File: src/rtl/vdispatcher_fill.sv
// Serial-to-parallel fill stage feeding the vector dispatcher shift chain.
// Optional macro VDISPATCHER_FILL_BYPASS_EN lets a word be accepted while a held group transfers.
module vdispatcher_fill #(
  parameter int unsigned NUMENTRIES = 4,
  parameter int unsigned WIDTH      = 32,
  parameter int unsigned CNTW       = 3
) (
  input  logic                          clk,
  input  logic                          resetn,
  input  logic                          in_valid,
  input  logic [WIDTH-1:0]              in_data,
  output logic                          in_ready,
  input  logic                          flush_req,
  output logic                          out_valid,
  output logic [NUMENTRIES*WIDTH-1:0]   out_data,
  output logic [NUMENTRIES-1:0]         out_mask,
  input  logic                          out_ready,
  output logic [CNTW-1:0]               count
);

  localparam int unsigned DW = NUMENTRIES * WIDTH;
  localparam logic [CNTW-1:0] FULL_CNT = CNTW'(NUMENTRIES);

  typedef enum logic {
    S_FILL = 1'b0,
    S_HOLD = 1'b1
  } state_e;

  state_e                state_q, state_d;
  logic [CNTW-1:0]       count_q, count_d;
  logic [NUMENTRIES-1:0] mask_q,  mask_d;
  logic [DW-1:0]         data_q,  data_d;
  logic                  accept;

`ifdef VDISPATCHER_FILL_BYPASS_EN
  // While a group is held, a new word may enter only in the cycle the shifter loads it.
  assign in_ready = (state_q == S_FILL) || out_ready;
`else
  assign in_ready = (state_q == S_FILL);
`endif

  assign accept    = in_valid && in_ready;
  assign out_valid = (state_q == S_HOLD);
  assign out_data  = data_q;
  assign out_mask  = mask_q;
  assign count     = count_q;

  always_ff @(posedge clk or posedge resetn) begin
    if (resetn) begin
      state_q <= S_FILL;
      count_q <= '0;
      mask_q  <= '0;
      data_q  <= '0;
    end else begin
      state_q <= state_d;
      count_q <= count_d;
      mask_q  <= mask_d;
      data_q  <= data_d;
    end
  end

  always_comb begin
    state_d = state_q;
    count_d = count_q;
    mask_d  = mask_q;
    data_d  = data_q;

    if (state_q == S_FILL) begin
      if (accept) begin
        for (int unsigned k = 0; k < NUMENTRIES; k++) begin
          if (count_q == CNTW'(k)) begin
            data_d[k*WIDTH +: WIDTH] = in_data;
            mask_d[k]                = 1'b1;
          end
        end
        count_d = count_q + CNTW'(1);
      end
      // A same-cycle word is counted before deciding whether a flush closes the group.
      if ((count_d == FULL_CNT) || (flush_req && (count_d != '0))) begin
        state_d = S_HOLD;
      end
    end else begin
      if (out_ready) begin
        state_d = S_FILL;
        count_d = '0;
        mask_d  = '0;
        data_d  = '0;
`ifdef VDISPATCHER_FILL_BYPASS_EN
        if (accept) begin
          data_d[WIDTH-1:0] = in_data;
          mask_d[0]         = 1'b1;
          count_d           = CNTW'(1);
          if (flush_req) begin
            state_d = S_HOLD;
          end
        end
`endif
      end
    end
  end

endmodule

File: config.mk
export PLATFORM = sky130hd
export DESIGN_NAME = vdispatcher_fill
export DESIGN_NICKNAME = d
export VERILOG_FILES = /design/src/rtl/vdispatcher_fill.sv
export SDC_FILE = /design/constraint.sdc
export NUM_CORES = 1
export LEC_CHECK = 0
export CAP_MARGIN = 40
export CORE_ASPECT_RATIO = 0.75
export CORE_MARGIN = 2
export CORE_UTILIZATION = 41
export CTS_CLUSTER_DIAMETER = 80
export DETAILED_ROUTE_END_ITERATION = 8
export HOLD_SLACK_MARGIN = 0.05
export PLACE_DENSITY = 0.83
export SYNTH_ARGS = -nofsm -noshare
export SYNTH_HDL_FRONTEND = slang
export SYNTH_SLANG_ARGS = --single-unit
File: constraint.sdc
create_clock -name clk -period 4.95 [get_ports clk]
set_input_delay 1.485 -clock clk [delete_from_list [all_inputs] [get_ports clk]]
set_output_delay 1.485 -clock clk [all_outputs]
set_load 0.01 [all_outputs]
==> results by stage <==
Clocking:
- Buffers added to address setup during post-CTS repair amount to 0.
- After clock tree synthesis, the repair step resized 0 gates.
- The root cell of the clock tree is clkbuf_16.
- Clock-pin slew was measured on the worst setup and hold paths at about 0.060 ns.
- The number of buffers inserted by hold repair at cts is 0.
- No sink is reached through more buffers than the 2 on the longest clock path.
- The number of clock sinks seen by CTS is 136.
- The insertion delay of the later-clocked pin in the worst-skew pair is 0.40 ns.
- The H-tree was split into 4 levels.
- TritonCTS built the clock tree.
- Buffers inserted during clock tree synthesis total 17.

Setup path:
- STA classifies the critical path startpoint as a flip-flop.
- The delay of the slowest cell on the worst path is 0.92 ns.
- The worst setup path is of the reg -> out kind.
- The worst register-to-register path ends at out_data[12]$_DFFE_PP0P_.
- Walking the worst path, the cells encountered are inv_1, clkdlybuf4s50_1.
- Of all nets on the critical path, the largest fanout is 25.
- The cell type of the slowest stage on the worst timing path is dfrtp_1.
- The data arrival time of the critical path is 2.05 ns.
- The worst register-to-register path begins at out_valid$_DFF_PP0_.
- The depth of the most critical reg-to-reg path is 4.
- The worst register-to-register path has a setup slack of ~2.4 ns.
- Data on the critical path is required at its endpoint by 3.46 ns.
- STA classifies the critical path endpoint as a primary output.

Route:
- For this block, the via count after detailed routing is 4146.
- The routed design has around 14000 µm of wire.
- The residual antenna-violating net count after detailed routing is 0.
- The detailed-route vias per instance is 5.10.
- The final routed DRC violation total is 0.
- After the first detailed-routing iteration, the DRC count stood at around 220.
- The detailed-router iteration count before antenna repair is 5.
- The mean routed wirelength per cell is 17.6 µm.

Pwr:
- The static leakage is 3.44 nW.
- The largest voltage drop on the vdd net is 413 µV.
- For this design the ratio of total power to cell area is 711 nW/µm².

Logic synthesis:
- Measured against the total synthesized area, the mux share comes to 0.0315.
- The synthesized-area fraction occupied by and/or/nand/nor cells is 0.113.
- The synthesized cell area is ~5200 µm².
- Ranked by instance count, the synthesized netlist is headed by 136 x dfrtp_1, 126 x nand2_1, 87 x o21ai_0, 30 x a22o_1, 15 x buf_2.
- The cell type contributing the most total cell area after synthesis is dfrtp_1.
- After synthesis, the largest family of logic cells by area is compound AO/OA/AOI/OAI gates.
- Of the total synthesized cell area, the portion taken by full adders, half adders and majority gates is 0.0119.
- Counting every instance in the synthesized netlist gives 467.
- Of the post-synthesis cell area, the dominant cell type holds 0.649.
- Of the total synthesized cell area, the portion taken by XOR and XNOR cells is 0.
- For this run, the register share of the synthesized area comes to 0.649.
- The share of flip-flops with an asynchronous set or reset after synthesis is 1.00.
- The number of enable flip-flop cells after synthesis is 0.
- The most numerous cell in the Yosys netlist is dfrtp_1.
- Counting flops and latches in the post-synthesis netlist gives 136.
- The synthesized net count is ~500.
- Sorting the synthesized cells by area gives the leading types as dfrtp_1 65%, nand2_1 9.0%, o21ai_0 8.3%, a22o_1 5.0%, mux2_2 2.6%.
- Yosys printed 0 warnings.
- The main flop type after synthesis is dfrtp_1.
- The post-synthesis compound-gate area fraction is 0.151.
- The average footprint of a synthesized cell is roughly 11 µm².
- Counting distinct cell types in the post-synthesis netlist gives 27.

Die:
- After floorplanning, the core was divided into 35 placement rows.
- Pin placement for this block handled 174 I/O pins.
- For this configuration, the core starts out at a cell density of 0.423.
- The floorplan step set the die width to 135 µm.
- The die extent in y is 102 µm.
- In this run the standard cell core region covers 12400 µm².
- The die covers about 14000 µm².

Global route:
- The first-pass GRT wire length is 22700 µm.
- Entering global routing, the biggest net connects 61 pins.
- The number of global-route vias before repair is 4370.
- For this run, the total global-route usage over all layers was measured as 0.214.
- The initial antenna violation count came to 0.
- The overflow left after global routing is 0.

Timing:
- Of the available clock period, the critical path in the final layout requires 0.714.
- The worst path in the final design needs a cycle of 3.53 ns, including I/O delays and setup.
- The maximum clock frequency is 283 MHz.
- The relative slew slack is 0.410.
- The setup skew after layout is 0.00867 ns.
- The number of setup violations in the final report is 0.
- For the final routed database, the setup TNS stands at 0 ns.
- Setup repair after global routing left no endpoint under its margin.
- At the pin with the least slew margin, the transition time is 0.885 ns.
- After layout, the worst setup slack is 1.42 ns.
- The final-report max-slew violation count is 0.
- The worst hold slack is approximately 0.48 ns.
- The number of hold-slack violations in the final timing report is 0.

Run status:
- The run finished with clean final reports.

Final layout:
- The final cell area excluding filler cells is 7700 µm².
- Measured on the finished design, the core utilization comes to 0.621.
- 0 antenna diodes ended up in the layout.
- The fraction of final layout cells sized beyond drive strength 1 is 0.0896.
- The post-layout net count is slightly below 700.
- From synthesis to final layout, the design area changed by 46.7%.

Min path:
- The worst hold path was traced through 2 stages.
- The worst hold path begins at out_data[73]$_DFFE_PP0P_.
- The worst hold path terminates at out_data[73]$_DFFE_PP0P_.
- The worst hold path belongs to the class reg -> reg.

Place:
- The sum of net half-perimeters after detailed placement is about 9700 µm.
- The congestion estimate from routability-driven global placement came to around 0.79.
- Port buffering added 173 buffers.
- At the placement stage, the worst setup path has a slack of ~1.0 ns.
- Summing all placed instances gives a cell area of 7100 µm².

Flow run:
- Across the run, the number of max-cap violations was 0.
==> logic make-up after synthesis <==
group / count (synthesis)
AND/OR/NAND/NOR: 141
flip-flops: 136
AO/OA/AOI/OAI: 129
buffers and inverters: 41
multiplexers: 15
adder cells (fa/ha/maj): 5
==> cells in the final DEF, fill, tap and decap left out, types with 2 or more instances in the layout <==
cell / count
a21oi_4: 3
a22o_1: 30
buf_12: 3
buf_4: 6
bufinv_16: 2
clkbuf_16: 17
clkbuf_8: 3
clkdlybuf4s50_1: 173
clkinv_2: 4
clkinv_4: 4
clkinvlp_4: 2
dfrtp_1: 136
ha_1: 5
inv_1: 6
mux2_2: 12
mux2i_1: 3
nand2_1: 126
nand2b_1: 2
nand4bb_1: 2
nor2b_1: 7
o21ai_0: 87
o21ai_1: 2
o22ai_1: 2
o31ai_1: 2
==> layout make-up <==
type	count	area, µm²
sequential	136	3400
tap	166	208
clock buffer	21	470
clock inverter	11	123
timing repair buffer	182	1840
inverter	7	30.0
multi-input combinational	290	1630
fill	985	4700
==> per-layer routing <==
layer	up-vias	global-route usage	wire, µm
li1	1919	-	-
met1	2064	0.280	6370
met2	147	0.347	6850
met3	16	0.0630	848
met4	0	0.0713	202
met5	-	0	0
==> per-stage QoR <==
stage / power, W / std cells
global route: 0.00579 / 813
floorplan: 0.00292 / 467
CTS: 0.00551 / 813
detailed placement: 0.00423 / 781
finish: 0.00547 / 813
global placement: 0.00411 / 779
==> state kept, by name, summed over array words and instances, names as in the netlist <==
register,flops
out_data,128
out_mask,4
count,3
out_valid,1
==> power breakdown <==
group / internal (W) / leakage (nW) / total, W / switching (W)
registers: 0.00161 / 1.77 / 0.00195 / 0.000338
logic: 0.00120 / 1.37 / 0.00228 / 0.00107
clock network: 0.000781 / 0.293 / 0.00125 / 0.000465
==> worst max-delay path: cells and delay by family, from the launching register on <==
| kind | cells | cell delay (ns) |
|---|---|---|
| flops | 1 | 0.92 |
| buf+inv | 2 | 0.72 |
==> how the worst max path moves through the flow <==
stage	start	endpoint	slack (ns)	depth (start not counted)
floorplan	resetn	count[0]$_DFFE_PP0P_	1.77	1
global placement	out_ready	out_data[71]$_DFFE_PP0P_	1.19	5
detailed placement	out_ready	out_data[69]$_DFFE_PP0P_	1.05	5
CTS	out_valid$_DFF_PP0_	in_ready	1.41	2
global route	out_ready	out_data[69]$_DFFE_PP0P_	1.28	5
finish	out_valid$_DFF_PP0_	in_ready	1.42	2
No activity file was read; power rests on OpenSTA's default activity.
